[src/rtl/ahb_arbiter.sv]
// ahb_arbiter: round-robin AHB arbiter with burst hold, locked transfers and SPLIT masking.
// Define AHB_ARBITER_SPLIT_EN to build the split mask; otherwise SPLIT behaves like RETRY.
module ahb_arbiter #(
  parameter int ARB_NUMBER = 2,
  parameter int DEF_MASTER = 0
) (
  input  logic                  hclk,
  input  logic                  hreset,
  input  logic [ARB_NUMBER-1:0] hbusreqx,
  input  logic [ARB_NUMBER-1:0] hlockx,
  input  logic [15:0]           hsplitx,
  input  logic [1:0]            htrans,
  input  logic [2:0]            hburst,
  input  logic                  hready,
  input  logic [1:0]            hresp,
  output logic [ARB_NUMBER-1:0] hgrantx,
  output logic [3:0]            hmaster,
  output logic                  hmastlock
);
  typedef enum logic [1:0] {ARB, BURST, LOCK} state_t;
  localparam logic [ARB_NUMBER-1:0] DEF_OH = ARB_NUMBER'(1) << DEF_MASTER;
  state_t state, state_nxt;
  logic [4:0] cnt, cnt_nxt;
  logic [ARB_NUMBER-1:0] mask, elig, sel_oh, grant_nxt;
  logic [3:0] cur;
  logic resp_first, keep_lock, fixed_ns, lock_g, lock_sel, unused_bits;
  assign unused_bits = ^{hsplitx, hburst[0]};
  assign resp_first = !hready && hresp != 2'd0;
  assign fixed_ns = htrans == 2'd2 && hburst[2:1] != 2'd0;
  assign lock_g = |(hlockx & hgrantx);
  assign lock_sel = |(hlockx & sel_oh);
  assign elig = hbusreqx & ~mask;
`ifdef AHB_ARBITER_SPLIT_EN
  logic [ARB_NUMBER-1:0] mask_nxt;
  assign keep_lock = state == LOCK && hresp == 2'd2;
  // set beats clear when a SPLIT and a resume hit the same master together
  always_comb begin
    mask_nxt = mask & ~hsplitx[ARB_NUMBER-1:0];
    for (int i = 0; i < ARB_NUMBER; i++)
      if (resp_first && hresp == 2'd3 && hmaster == 4'(i)) mask_nxt[i] = 1'b1;
  end
  always_ff @(posedge hclk) mask <= hreset ? '0 : mask_nxt;
`else
  assign keep_lock = state == LOCK && hresp[1];
  assign mask = '0;
`endif
  // search order starts just after the current grant; parked counts as the last master
  always_comb begin
    cur = 4'(ARB_NUMBER - 1);
    for (int i = 0; i < ARB_NUMBER; i++)
      if (hgrantx[i]) cur = 4'(i);
    sel_oh = mask[DEF_MASTER] ? '0 : DEF_OH;
    for (int i = ARB_NUMBER - 1; i >= 0; i--)
      if (elig[i] && 4'(i) <= cur) sel_oh = ARB_NUMBER'(1) << i;
    for (int i = ARB_NUMBER - 1; i >= 0; i--)
      if (elig[i] && 4'(i) > cur) sel_oh = ARB_NUMBER'(1) << i;
  end
  always_comb
    cnt_nxt = resp_first ? 5'd0 :
              !hready ? cnt :
              htrans == 2'd2 ? (hburst[2:1] == 2'd0 ? 5'd0 :
                                hburst[2:1] == 2'd1 ? 5'd3 :
                                hburst[2:1] == 2'd2 ? 5'd7 : 5'd15) :
              htrans == 2'd3 ? (cnt == 5'd0 ? 5'd0 : cnt - 5'd1) :
              htrans == 2'd0 ? 5'd0 : cnt;
  always_comb begin
    state_nxt = state;
    grant_nxt = hgrantx;
    if (resp_first)
      state_nxt = keep_lock ? LOCK : ARB;
    else if (hready && !((state == BURST && cnt_nxt > 5'd1) || (state == LOCK && lock_g))) begin
      if ((state == ARB && fixed_ns) || (state == LOCK && cnt_nxt > 5'd1))
        state_nxt = BURST;
      else begin
        grant_nxt = sel_oh;
        state_nxt = lock_sel ? LOCK : ARB;
      end
    end
  end
  always_ff @(posedge hclk)
    if (hreset) begin
      state <= ARB;
      cnt <= '0;
      hgrantx <= DEF_OH;
      hmaster <= 4'(DEF_MASTER);
      hmastlock <= 1'b0;
    end else begin
      state <= state_nxt;
      cnt <= cnt_nxt;
      hgrantx <= grant_nxt;
      if (hready) begin
        hmaster <= |hgrantx ? cur : 4'd15;
        hmastlock <= lock_g;
      end
    end
endmodule
[config.mk]
export PLATFORM = sky130hd
export DESIGN_NAME = ahb_arbiter
export DESIGN_NICKNAME = d
export VERILOG_FILES = /design/src/rtl/ahb_arbiter.sv
export SDC_FILE = /design/constraint.sdc
export NUM_CORES = 1
export LEC_CHECK = 0
export CAP_MARGIN = 40
export CELL_PAD_IN_SITES_DETAIL_PLACEMENT = 1
export CELL_PAD_IN_SITES_GLOBAL_PLACEMENT = 1
export CORE_UTILIZATION = 27
export CTS_BUF_LIST = sky130_fd_sc_hd__clkbuf_8
export CTS_CLUSTER_DIAMETER = 40
export CTS_CLUSTER_SIZE = 12
export DETAILED_ROUTE_END_ITERATION = 12
export HOLD_SLACK_MARGIN = 0.15
export PLACE_DENSITY_LB_ADDON = 0.1
export SYNTH_ARGS = -nofsm -noshare
export SYNTH_HDL_FRONTEND = slang
export SYNTH_SLANG_ARGS = --single-unit
export TNS_END_PERCENT = 1
[constraint.sdc]
create_clock -name hclk -period 1.7 [get_ports hclk]
set_input_delay 0.425 -clock hclk [delete_from_list [all_inputs] [get_ports hclk]]
set_output_delay 0.425 -clock hclk [all_outputs]
set_load 0.01 [all_outputs]
==> results of run 1 <==
[worst min-delay path by stage]
| stage | cells after the start | slack (ns) | startpoint | to |
|---|---|---|---|---|
| after floorplan | 2 | 0.46 | cnt[4] | cnt[4] |
| after global placement | 2 | 0.48 | hmaster[0] | hmaster[0] |
| after detailed placement | 2 | 0.49 | hmaster[0] | hmaster[0] |
| after CTS | 2 | 0.51 | hmaster[0] | hmaster[0] |
| after global routing | 2 | 0.55 | hmastlock | hmastlock |
| final | 2 | 0.50 | hmaster[0] | hmaster[0] |
[logic make-up (layout without fill, tap and decap cells)]
group	after synthesis	count (layout)	share of synthesized area, %
adders and majority gates	1	1	1.44
AOI/OAI and AO/OA	39	39	35.1
buffers and inverters	12	72	7.18
muxes	4	4	5.17
DFF	12	12	27.6
and+or+nand+nor	42	42	23.6
[state kept, by name (all words and copies together), names as in the netlist]
| signal | flops |
|---|---|
| cnt | 5 |
| hgrantx | 2 |
| hmaster | 2 |
| hmastlock | 1 |
| state | 2 |
[metal layers]
| metal | vias to the layer above | GRT usage [%] | share of wire [%] |
|---|---|---|---|
| li1 | 531 | - | - |
| met1 | 488 | 23.9 | 44 |
| met2 | 24 | 38.0 | 51 |
| met3 | 5 | 2.20 | 3.1 |
| met4 | 0 | 9.18 | 1.9 |
| met5 | - | 0 | 0 |
[per-stage QoR]
stage	instance area [sq um]	setup TNS (ns)	hold WS [ns]	util [%]	total power, mW
3_5_place_dp	1370	-3.41	0.488	44.8	0.679
5_1_grt	1530	-0.982	0.549	50.0	1.08
2_1_floorplan	888	-0.0691	0.460	-	0.499
3_3_place_gp	1370	-3.19	0.481	44.8	0.673
6_report	1530	-0.531	0.499	50.0	1.02
4_1_cts	1520	-0.440	0.509	49.7	1.03
[final cells by class]
class	count	area (sq um)	area share, %
flip-flops and latches	12	243	15.9
multi-input cells	86	639	41.9
well taps	44	55.1	3.61
repair buffers	63	515	33.8
clock buffers	4	55.1	3.61
inverters	5	18.8	1.23
[timing repair]
| action | in CTS | in global routing |
|---|---|---|
| setup buffers | 6 | 0 |
| setup endpoints to repair | 6 | 5 |
| gates cloned | 1 | 0 |
| resized for setup | 39 | 2 |
| pin swaps | 13 | 2 |
| endpoints found under the hold margin | 0 | 0 |
[power by group through the flow]
stage          clock network, mW  registers (mW)  logic (mW)
6_report                   0.304           0.319       0.395
5_1_grt                    0.329           0.322       0.430
3_5_place_dp                   0           0.323       0.356
4_1_cts                    0.314           0.318       0.393
3_3_place_gp                   0           0.323       0.350
2_1_floorplan                  0           0.332       0.166
[layout by cell type (no fill, tap or decap), drive strengths merged, types with 2 or more instances in the layout]
master,instances
a2111oi,2
a211oi,2
a21oi,9
a22oi,3
a31o,2
a31oi,2
buf,47
clkbuf,4
clkdlybuf4s15,3
clkdlybuf4s50,10
dfxtp,12
dlygate4sd2,2
inv,5
mux2i,3
nand2,12
nand2b,3
nand3,2
nor2,15
nor2b,2
nor3,3
nor4,2
o211ai,3
o21ai,6
[Yosys cell counts (2+ instances only)]
| master | count | share of area [%] |
|---|---|---|
| sky130_fd_sc_hd__dfxtp_1 | 12 | 28 |
| sky130_fd_sc_hd__nor2b_1 | 2 | 1.4 |
| sky130_fd_sc_hd__nor2_1 | 15 | 6.5 |
| sky130_fd_sc_hd__a21oi_1 | 9 | 5.2 |
| sky130_fd_sc_hd__inv_1 | 5 | 2.2 |
| sky130_fd_sc_hd__a211oi_1 | 2 | 1.7 |
| sky130_fd_sc_hd__nand3_1 | 2 | 1.1 |
| sky130_fd_sc_hd__nor3_1 | 2 | 1.1 |
| sky130_fd_sc_hd__a31oi_1 | 2 | 1.4 |
| sky130_fd_sc_hd__buf_4 | 2 | 1.7 |
| sky130_fd_sc_hd__o21ai_0 | 6 | 3.4 |
| sky130_fd_sc_hd__nor4_1 | 2 | 1.4 |
| sky130_fd_sc_hd__nand2_1 | 12 | 5.2 |
| sky130_fd_sc_hd__o211ai_1 | 2 | 1.7 |
| sky130_fd_sc_hd__mux2i_1 | 3 | 3.4 |
| sky130_fd_sc_hd__buf_2 | 2 | 1.1 |
| sky130_fd_sc_hd__a22oi_1 | 3 | 2.6 |
| sky130_fd_sc_hd__nand2b_1 | 3 | 2.2 |
[worst min-delay path: stages (launching register included)]
cell	delay (ns)
sky130_fd_sc_hd__dfxtp_1	0.32
sky130_fd_sc_hd__mux2i_1	0.06
sky130_fd_sc_hd__nor2_1	0.07
==> results.yml, run 1 <==
run_status:
  run_status: "finished, violations left"
  failed_checks: "negative setup slack"
detailed_routing:
  remaining_drc_errors: 0
  drt_iter0_drc: 23
  finalWirelength_um: 3110
  route.detailed.vias_per_inst: 4.90
  via_count: 1048
  wire_per_inst_um: 14.5
  detail_route.first_pass.iterations: 4
  antenna_violating_nets_post_route: 0
power:
  power-per-cell-area_nw_per_um2: 666
  power.net_switching_mw: 0.295
  sequential_power_share_pct: 31.3
  power_report.internal_total_mw: 0.722
  clock_power_share_pct: 29.9
  worst_ir_drop_vdd_mv: 0.434
  switching_share_pct: 29.0
  p_leak_nw: 0.647
  combPwrFrac_pct: 38.8
setup_path:
  crit_family: "compound AO/OA/AOI/OAI gates"
  crit_buf_inv: 2
  cp_data_arrival_time_ns: 2.02
  worstSetupStartpointType: "input pin"
  max_stage_delay_ns: 0.32
  crit_path_top_delay_cell: "sky130_fd_sc_hd__mux2_4"
  reg2reg_from: "cnt[1]"
  crit_required_ns: 1.82
  critical_path.endpoint_type: "flop"
  worstSetupPathType: "in -> reg"
  cp_cell_sequence: "buf_2 -> buf_6 -> a21o_1 -> a31o_1 -> a32oi_2 -> o211ai_2 -> o31ai_4 -> mux2_4"
  worstSetupPathDepth: 8
  crit-reg2reg-capture: "hgrantx[1]"
  r2r_setup_slack_ns: -0.18
  cp-endpoint: "hgrantx[1]"
  cp_max_fo: 5
  critPathLaunch: "htrans[0]"
  worst-r2r-cell-count: 8
synthesis:
  synthDistinctLibCells: 42
  netlist_area_sq_um: 871
  syn_avg_cell_area_sq_um: 7.92
  synth-main-ff-cell: "sky130_fd_sc_hd__dfxtp_1"
  synth_cells: 110
  synth_edf_count: 0
  total_of_flip_flops_plus_latches_after_synthesis: 12
  synth_warnings: 0
  synthesis.nets: 141
  synth.yosys.seq_area_share_pct: 27.6
  synthArstFlopShare_pct: 0
floorplanning:
  floorplan.die_area_sq_um: 3460
  chip_height_um: 58.8
  design.core.area_sq_um: 3050
  die_width_um: 58.8
  std_cell_rows: 20
  boundaryPins: 37
  start_util_pct: 28.5
global_route:
  grt_antenna_before_repair: 0
  grt_start_max_net_pins: 13
  first_global_vias: 1131
  total_routing_usage_gr_pct: 20.7
  globalRoute.totalOverflow: 0
  grt_pass1_wl_um: 5240
timing:
  fmaxAchievable_mhz: 528
  timing.final.hold_violations: 0
  min_period_over_period_pct: 111
  finalSetupViolations: 4
  layout_min_cycle_time_ns: 1.90
  maxSlewHeadroom_pct: 79.6
  postLayoutSetupSlackWorst_ns: -0.195
  final-max-slew-violation-count: 0
  rsz0062_at_grt: "yes"
  worst_clock_skew_ns: 0.00135
  measured_slew_at_the_worst_slew_check_pin_ns: 0.299
clocking:
  cts_root_buf: "sky130_fd_sc_hd__clkbuf_8"
  cts_max_path_buffers: 2
  clkTransAtPathRegs_ns: 0.05
  ctsHoldBuffers: 0
  ctsHtreeMaxLevel: 1
  number_of_buffers_created_by_cts: 3
  clock_sinks: 12
  cts_tree: "yes"
  insertion_delay_ns: 0.23
hold_path:
  type_of_the_tightest_min_delay_check: "reg -> reg"
placed_design:
  placed_cells_incl_taps: 203
  detailed_place_hpwl_um: 2360
  gp_congestion: 0.864
  portBuffers: 19
  pre_cts_setup_slack_ns: -0.694
cells_and_area:
  fill_cells: 381
  area_delta_synth_final_pct: 75.3
  num_antenna_cells: 0
  design.final.nets: 202
  drive_above_1_share_pct: 47.6
  layoutNonFillerInstCount: 214
run:
  cap_viol_max_count: 0
Power figures use the tool's default switching activity.
==> run 2, diff against run 1 <==
--- a/config.mk
+++ b/config.mk
@@ -13,8 +13,8 @@
 export CTS_CLUSTER_DIAMETER = 40
 export CTS_CLUSTER_SIZE = 12
 export DETAILED_ROUTE_END_ITERATION = 12
-export HOLD_SLACK_MARGIN = 0.15
 export PLACE_DENSITY_LB_ADDON = 0.1
+export SKIP_LAST_GASP = 1
 export SYNTH_ARGS = -nofsm -noshare
 export SYNTH_HDL_FRONTEND = slang
 export SYNTH_SLANG_ARGS = --single-unit
==> results.yml, run 2 (synthesis gave the netlist of run 1 again) <==
run_status:
  run_status: "finished, violations left"
  failed_checks: "negative setup slack"
clocking:
  ctsHtreeMaxLevel: 1
  number_of_buffers_created_by_cts: 3
  cts_max_path_buffers: 2
  clock_sinks: 12
  cts_root_buf: "sky130_fd_sc_hd__clkbuf_8"
  insertion_delay_ns: 0.23
  clkTransAtPathRegs_ns: 0.05
  cts_tree: "yes"
global_route:
  grt_antenna_before_repair: 0
  grt_start_max_net_pins: 13
  grt_pass1_wl_um: 5240
  first_global_vias: 1131
  total_routing_usage_gr_pct: 20.7
  globalRoute.totalOverflow: 0
cells_and_area:
  design.final.nets: 202
  registers.top_by_ff_count: "cnt"
  largest_register_ffs: 5
  area_used_by_multi_input_combinational_logic_sq_um: 636
  drive_above_1_share_pct: 47.1
  fill_cells: 382
  final_cell_mix: "41 x sky130_fd_sc_hd__buf_4, 15 x sky130_fd_sc_hd__nor2_1, 11 x sky130_fd_sc_hd__clkdlybuf4s50_1"
  seqCellArea_sq_um: 243
  area_delta_synth_final_pct: 74.1
  num_antenna_cells: 0
  final_common_cell: "sky130_fd_sc_hd__buf_4"
floorplanning:
  start_util_pct: 28.5
  boundaryPins: 37
  floorplan.die_area_sq_um: 3460
  design.core.area_sq_um: 3050
  std_cell_rows: 20
  chip_height_um: 58.8
  die_width_um: 58.8
timing:
  measured_slew_at_the_worst_slew_check_pin_ns: 0.299
  final-max-slew-violation-count: 0
  layout_min_cycle_time_ns: 1.90
  rsz0062_at_grt: "yes"
  maxSlewHeadroom_pct: 79.6
  postLayoutSetupSlackWorst_ns: -0.199
  worst_clock_skew_ns: 0.00135
  finalSetupViolations: 4
  timing.final.hold_violations: 0
  min_period_over_period_pct: 112
  fmaxAchievable_mhz: 527
  fin_worst_hold_slack_ns: 0.499
  setup-tns-final_ns: -0.608
setup_path:
  cp_data_arrival_time_ns: 2.02
  cp_max_fo: 5
  max_stage_delay_ns: 0.32
  critical_path.endpoint_type: "flop"
  cp_cell_sequence: "buf_2 -> buf_6 -> a21o_1 -> a31o_1 -> a32oi_2 -> o211ai_2 -> o31ai_4 -> mux2_4"
  worstSetupStartpointType: "input pin"
  worstSetupPathType: "in -> reg"
  crit_path_top_delay_cell: "sky130_fd_sc_hd__mux2_4"
  crit_required_ns: 1.82
power:
  power-per-cell-area_nw_per_um2: 668
  worst_ir_drop_vdd_mv: 0.434
  p_leak_nw: 0.642
placed_design:
  pre_cts_setup_slack_ns: -0.694
  gp_congestion: 0.864
  portBuffers: 19
  detailed_place_hpwl_um: 2360
detailed_routing:
  wl_met1_um: 1370
  finalWirelength_um: 3100
  drt_iter0_drc: 24
  remaining_drc_errors: 0
  met2RoutedLength_um: 1570
  route.detailed.vias_per_inst: 4.92
  detail_route.first_pass.iterations: 4
  antenna_violating_nets_post_route: 0
  wire_per_inst_um: 14.5
  maxUsedRoutingLayer: "met4"
  met3_wirelength_um: 102
  via_count: 1052
run:
  cap_viol_max_count: 0
hold_path:
  type_of_the_tightest_min_delay_check: "reg -> reg"
[run 2: changes by cell type in the layout (fill, tap and decap cells not counted)]
cell / previous run / this run
sky130_fd_sc_hd__o21ai_1: 0 / 1
sky130_fd_sc_hd__clkdlybuf4s50_1: 10 / 11
sky130_fd_sc_hd__o21ai_2: 4 / 3
sky130_fd_sc_hd__dlymetal6s2s_1: 1 / 0
sky130_fd_sc_hd__buf_4: 40 / 41
sky130_fd_sc_hd__buf_6: 3 / 2
[run 2: metrics by stage]
stage                     cells  area [sq um]  power, mW  utilization [%]
final                       214          1520       1.01             49.7
after global routing        214          1520       1.08             49.7
after CTS                   214          1510       1.02             49.5
after detailed placement    203          1370      0.679             44.8
after global placement      203          1370      0.673             44.8
after floorplan             110           888      0.499                -
[run 2: worst paths after layout]
check	startpoint	end	slack, ns	depth (start not counted)
hold reg to reg	hmaster[0]	hmaster[0]	0.50	2
setup reg to reg	cnt[1]	hgrantx[1]	-0.19	8
setup / recovery	htrans[0]	hgrantx[1]	-0.20	8
hold / removal	hmaster[0]	hmaster[0]	0.50	2
[run 2: worst max-delay path: cells and delay by family]
family,cells,cell delay [ns]
muxes,1,0.32
AOI/OAI and AO/OA,5,1.03
buffers and inverters,2,0.25
[run 2: area by class of cell]
cell class / instances / share of cell area, %
clock buffer: 4 / 3.63
tap: 44 / 3.63
inverter: 5 / 1.24
timing repair buffer: 63 / 33.6
sequential: 12 / 16.0
multi-input combinational: 86 / 41.9
[run 2: what timing repair did]
action,4_1_cts,5_1_grt
gates cloned,1,0
hold buffers,0,0
gates resized for setup,37,1
setup endpoints to repair,6,5
pin swaps,13,0
setup buffers,6,0
[run 2: power by group]
part,internal (mW),switching (mW),total [mW]
Combinational,0.213,0.178,0.391
Clock,0.204,0.0997,0.304
Sequential,0.302,0.0165,0.319
[run 2: routing by layer]
| layer | GRT usage [%] | vias up |
|---|---|---|
| met1 | 23.9 | 489 |
| met3 | 2.20 | 5 |
| li1 | - | 532 |
| met4 | 9.18 | 0 |
| met2 | 38.0 | 26 |
| met5 | 0 | - |
==> run 3, diff against run 2 <==
--- a/config.mk
+++ b/config.mk
@@ -8,13 +8,16 @@
 export CAP_MARGIN = 40
 export CELL_PAD_IN_SITES_DETAIL_PLACEMENT = 1
 export CELL_PAD_IN_SITES_GLOBAL_PLACEMENT = 1
+export CORE_MARGIN = 2
 export CORE_UTILIZATION = 27
 export CTS_BUF_LIST = sky130_fd_sc_hd__clkbuf_8
 export CTS_CLUSTER_DIAMETER = 40
 export CTS_CLUSTER_SIZE = 12
 export DETAILED_ROUTE_END_ITERATION = 12
 export PLACE_DENSITY_LB_ADDON = 0.1
+export SETUP_SLACK_MARGIN = 0.4
 export SKIP_LAST_GASP = 1
+export SLEW_MARGIN = 20
 export SYNTH_ARGS = -nofsm -noshare
 export SYNTH_HDL_FRONTEND = slang
 export SYNTH_SLANG_ARGS = --single-unit
==> results.yml, run 3 (synthesis gave the netlist of run 1 again) <==
run_status:
  run_status: "finished, violations left"
  failed_checks: "negative setup slack"
setup_path:
  max_stage_delay_ns: 0.32
  cp_cell_sequence: "inv_2 -> ha_4 -> inv_4 -> o211ai_1 -> o2111ai_1 -> a31o_2 -> o31ai_4 -> mux2_4"
  cp_max_fo: 3
  worstSetupPathType: "reg -> reg"
  crit_required_ns: 1.83
  critical_path.endpoint_type: "flop"
  crit_path_top_delay_cell: "sky130_fd_sc_hd__dfxtp_2"
  crit_buf_inv: 2
  cp_data_arrival_time_ns: 1.95
  worstSetupStartpointType: "flop"
  crit_family: "compound AO/OA/AOI/OAI gates"
cells_and_area:
  final_area_sq_um: 1470
  layoutNonFillerInstCount: 207
  num_antenna_cells: 0
  seqCellArea_sq_um: 243
  final_cell_mix: "36 x sky130_fd_sc_hd__buf_4, 15 x sky130_fd_sc_hd__nor2_1, 12 x sky130_fd_sc_hd__nand2_1"
  largest_register_ffs: 5
  area_delta_synth_final_pct: 69.0
  design.final.nets: 195
  area_used_by_multi_input_combinational_logic_sq_um: 644
  final_common_cell: "sky130_fd_sc_hd__buf_4"
  drive_above_1_share_pct: 42.3
  fill_cells: 382
  registers.top_by_ff_count: "cnt"
detailed_routing:
  remaining_drc_errors: 0
  antenna_violating_nets_post_route: 0
  finalWirelength_um: 2930
  route.detailed.vias_per_inst: 4.96
  detail_route.first_pass.iterations: 4
  drt_iter0_drc: 20
  wire_per_inst_um: 14.1
  via_count: 1027
timing:
  postLayoutSetupSlackWorst_ns: -0.122
  setup-tns-final_ns: -0.301
  rsz0062_at_grt: "yes"
  final-max-slew-violation-count: 0
  layout_min_cycle_time_ns: 1.82
  maxSlewHeadroom_pct: 70.5
  worst_clock_skew_ns: 0.00226
  measured_slew_at_the_worst_slew_check_pin_ns: 0.431
  finalSetupViolations: 3
  fmaxAchievable_mhz: 549
  timing.final.hold_violations: 0
  min_period_over_period_pct: 107
floorplanning:
  chip_height_um: 60.8
  start_util_pct: 28.5
  design.core.area_sq_um: 3050
  boundaryPins: 37
  floorplan.die_area_sq_um: 3700
  die_width_um: 60.8
  std_cell_rows: 20
global_route:
  total_routing_usage_gr_pct: 17.9
  first_global_vias: 1129
  grt_start_max_net_pins: 11
  grt_antenna_before_repair: 0
  grt_pass1_wl_um: 4940
  globalRoute.totalOverflow: 0
clocking:
  insertion_delay_ns: 0.24
  clock_sinks: 12
  clkTransAtPathRegs_ns: 0.05
  ctsHoldBuffers: 0
  cts_tree: "yes"
  cts_root_buf: "sky130_fd_sc_hd__clkbuf_8"
  cts_max_path_buffers: 2
  number_of_buffers_created_by_cts: 3
  ctsHtreeMaxLevel: 1
placed_design:
  gp_congestion: 0.815
  detailed_place_hpwl_um: 2270
  placed_cell_area_sq_um: 1320
  placed_cells_incl_taps: 197
  portBuffers: 19
hold_path:
  type_of_the_tightest_min_delay_check: "reg -> reg"
power:
  combPwrFrac_pct: 37.7
  worst_ir_drop_vdd_mv: 0.442
  switching_share_pct: 29.3
  power.net_switching_mw: 0.294
  p_leak_nw: 0.630
  power-per-cell-area_nw_per_um2: 682
  clock_power_share_pct: 30.7
  power_report.internal_total_mw: 0.710
  sequential_power_share_pct: 31.7
run:
  cap_viol_max_count: 0
[run 3: cell types whose count changed in the layout (fill, tap and decap cells not counted), moves of 2 or more]
cell,previous run,this run
sky130_fd_sc_hd__nand2_1,10,12
sky130_fd_sc_hd__nand2_2,2,0
sky130_fd_sc_hd__buf_4,41,36
sky130_fd_sc_hd__clkdlybuf4s15_1,2,0
sky130_fd_sc_hd__dlygate4sd2_1,2,5
[run 3: final timing paths]
path               from          to  slack, ns  cells past startpoint
max              cnt[0]  hgrantx[1]      -0.12                      8
max reg2reg      cnt[0]  hgrantx[1]      -0.12                      8
min          hmaster[0]  hmaster[0]       0.50                      2
min reg2reg  hmaster[0]  hmaster[0]       0.50                      2
[run 3: area by class of cell]
class	instances	share of cell area, %
Multi-Input combinational cell	86	43.8
Timing Repair Buffer	56	30.8
Sequential cell	12	16.5
Clock buffer	4	3.74
Tap cell	44	3.74
Inverter	5	1.45
[run 3: metal layers]
metal	share of wire, %	track usage, %
met5	0	0
met4	0.61	5.59
met3	3.4	1.92
met2	51	32.7
met1	45	21.9
[run 3: stage by stage]
| stage | total power [mW] | hold WS (ns) | worst slack, ns | util, % |
|---|---|---|---|---|
| 3_5_place_dp | 0.662 | 0.488 | -0.766 | 43.3 |
| 4_1_cts | 0.997 | 0.506 | -0.169 | 47.0 |
| 5_1_grt | 1.06 | 0.564 | -0.177 | 48.2 |
| 3_3_place_gp | 0.656 | 0.481 | -0.707 | 43.3 |
| 6_report | 1.00 | 0.497 | -0.122 | 48.2 |
| 2_1_floorplan | 0.499 | 0.460 | -0.0691 | - |
[run 3: power groups by stage]
stage	Sequential [mW]	Combinational (mW)	Clock, mW
6_report	0.318	0.378	0.308
4_1_cts	0.317	0.366	0.314
3_3_place_gp	0.322	0.335	0
5_1_grt	0.320	0.414	0.325
2_1_floorplan	0.332	0.166	0
3_5_place_dp	0.322	0.340	0
[run 3: repair_timing]
| item | in CTS | in global routing |
|---|---|---|
| setup endpoints to repair | 18 | 17 |
| resized for setup | 28 | 6 |
| pin swaps | 12 | 8 |
| setup buffers | 5 | 1 |
[run 3: worst reg2reg max path, cell delays in order, from the launching register on]
cell	delay, ns
sky130_fd_sc_hd__dfxtp_2	0.32
sky130_fd_sc_hd__inv_2	0.07
sky130_fd_sc_hd__ha_4	0.16
sky130_fd_sc_hd__inv_4	0.04
sky130_fd_sc_hd__o211ai_1	0.15
sky130_fd_sc_hd__o2111ai_1	0.15
sky130_fd_sc_hd__a31o_2	0.27
sky130_fd_sc_hd__o31ai_4	0.26
sky130_fd_sc_hd__mux2_4	0.32
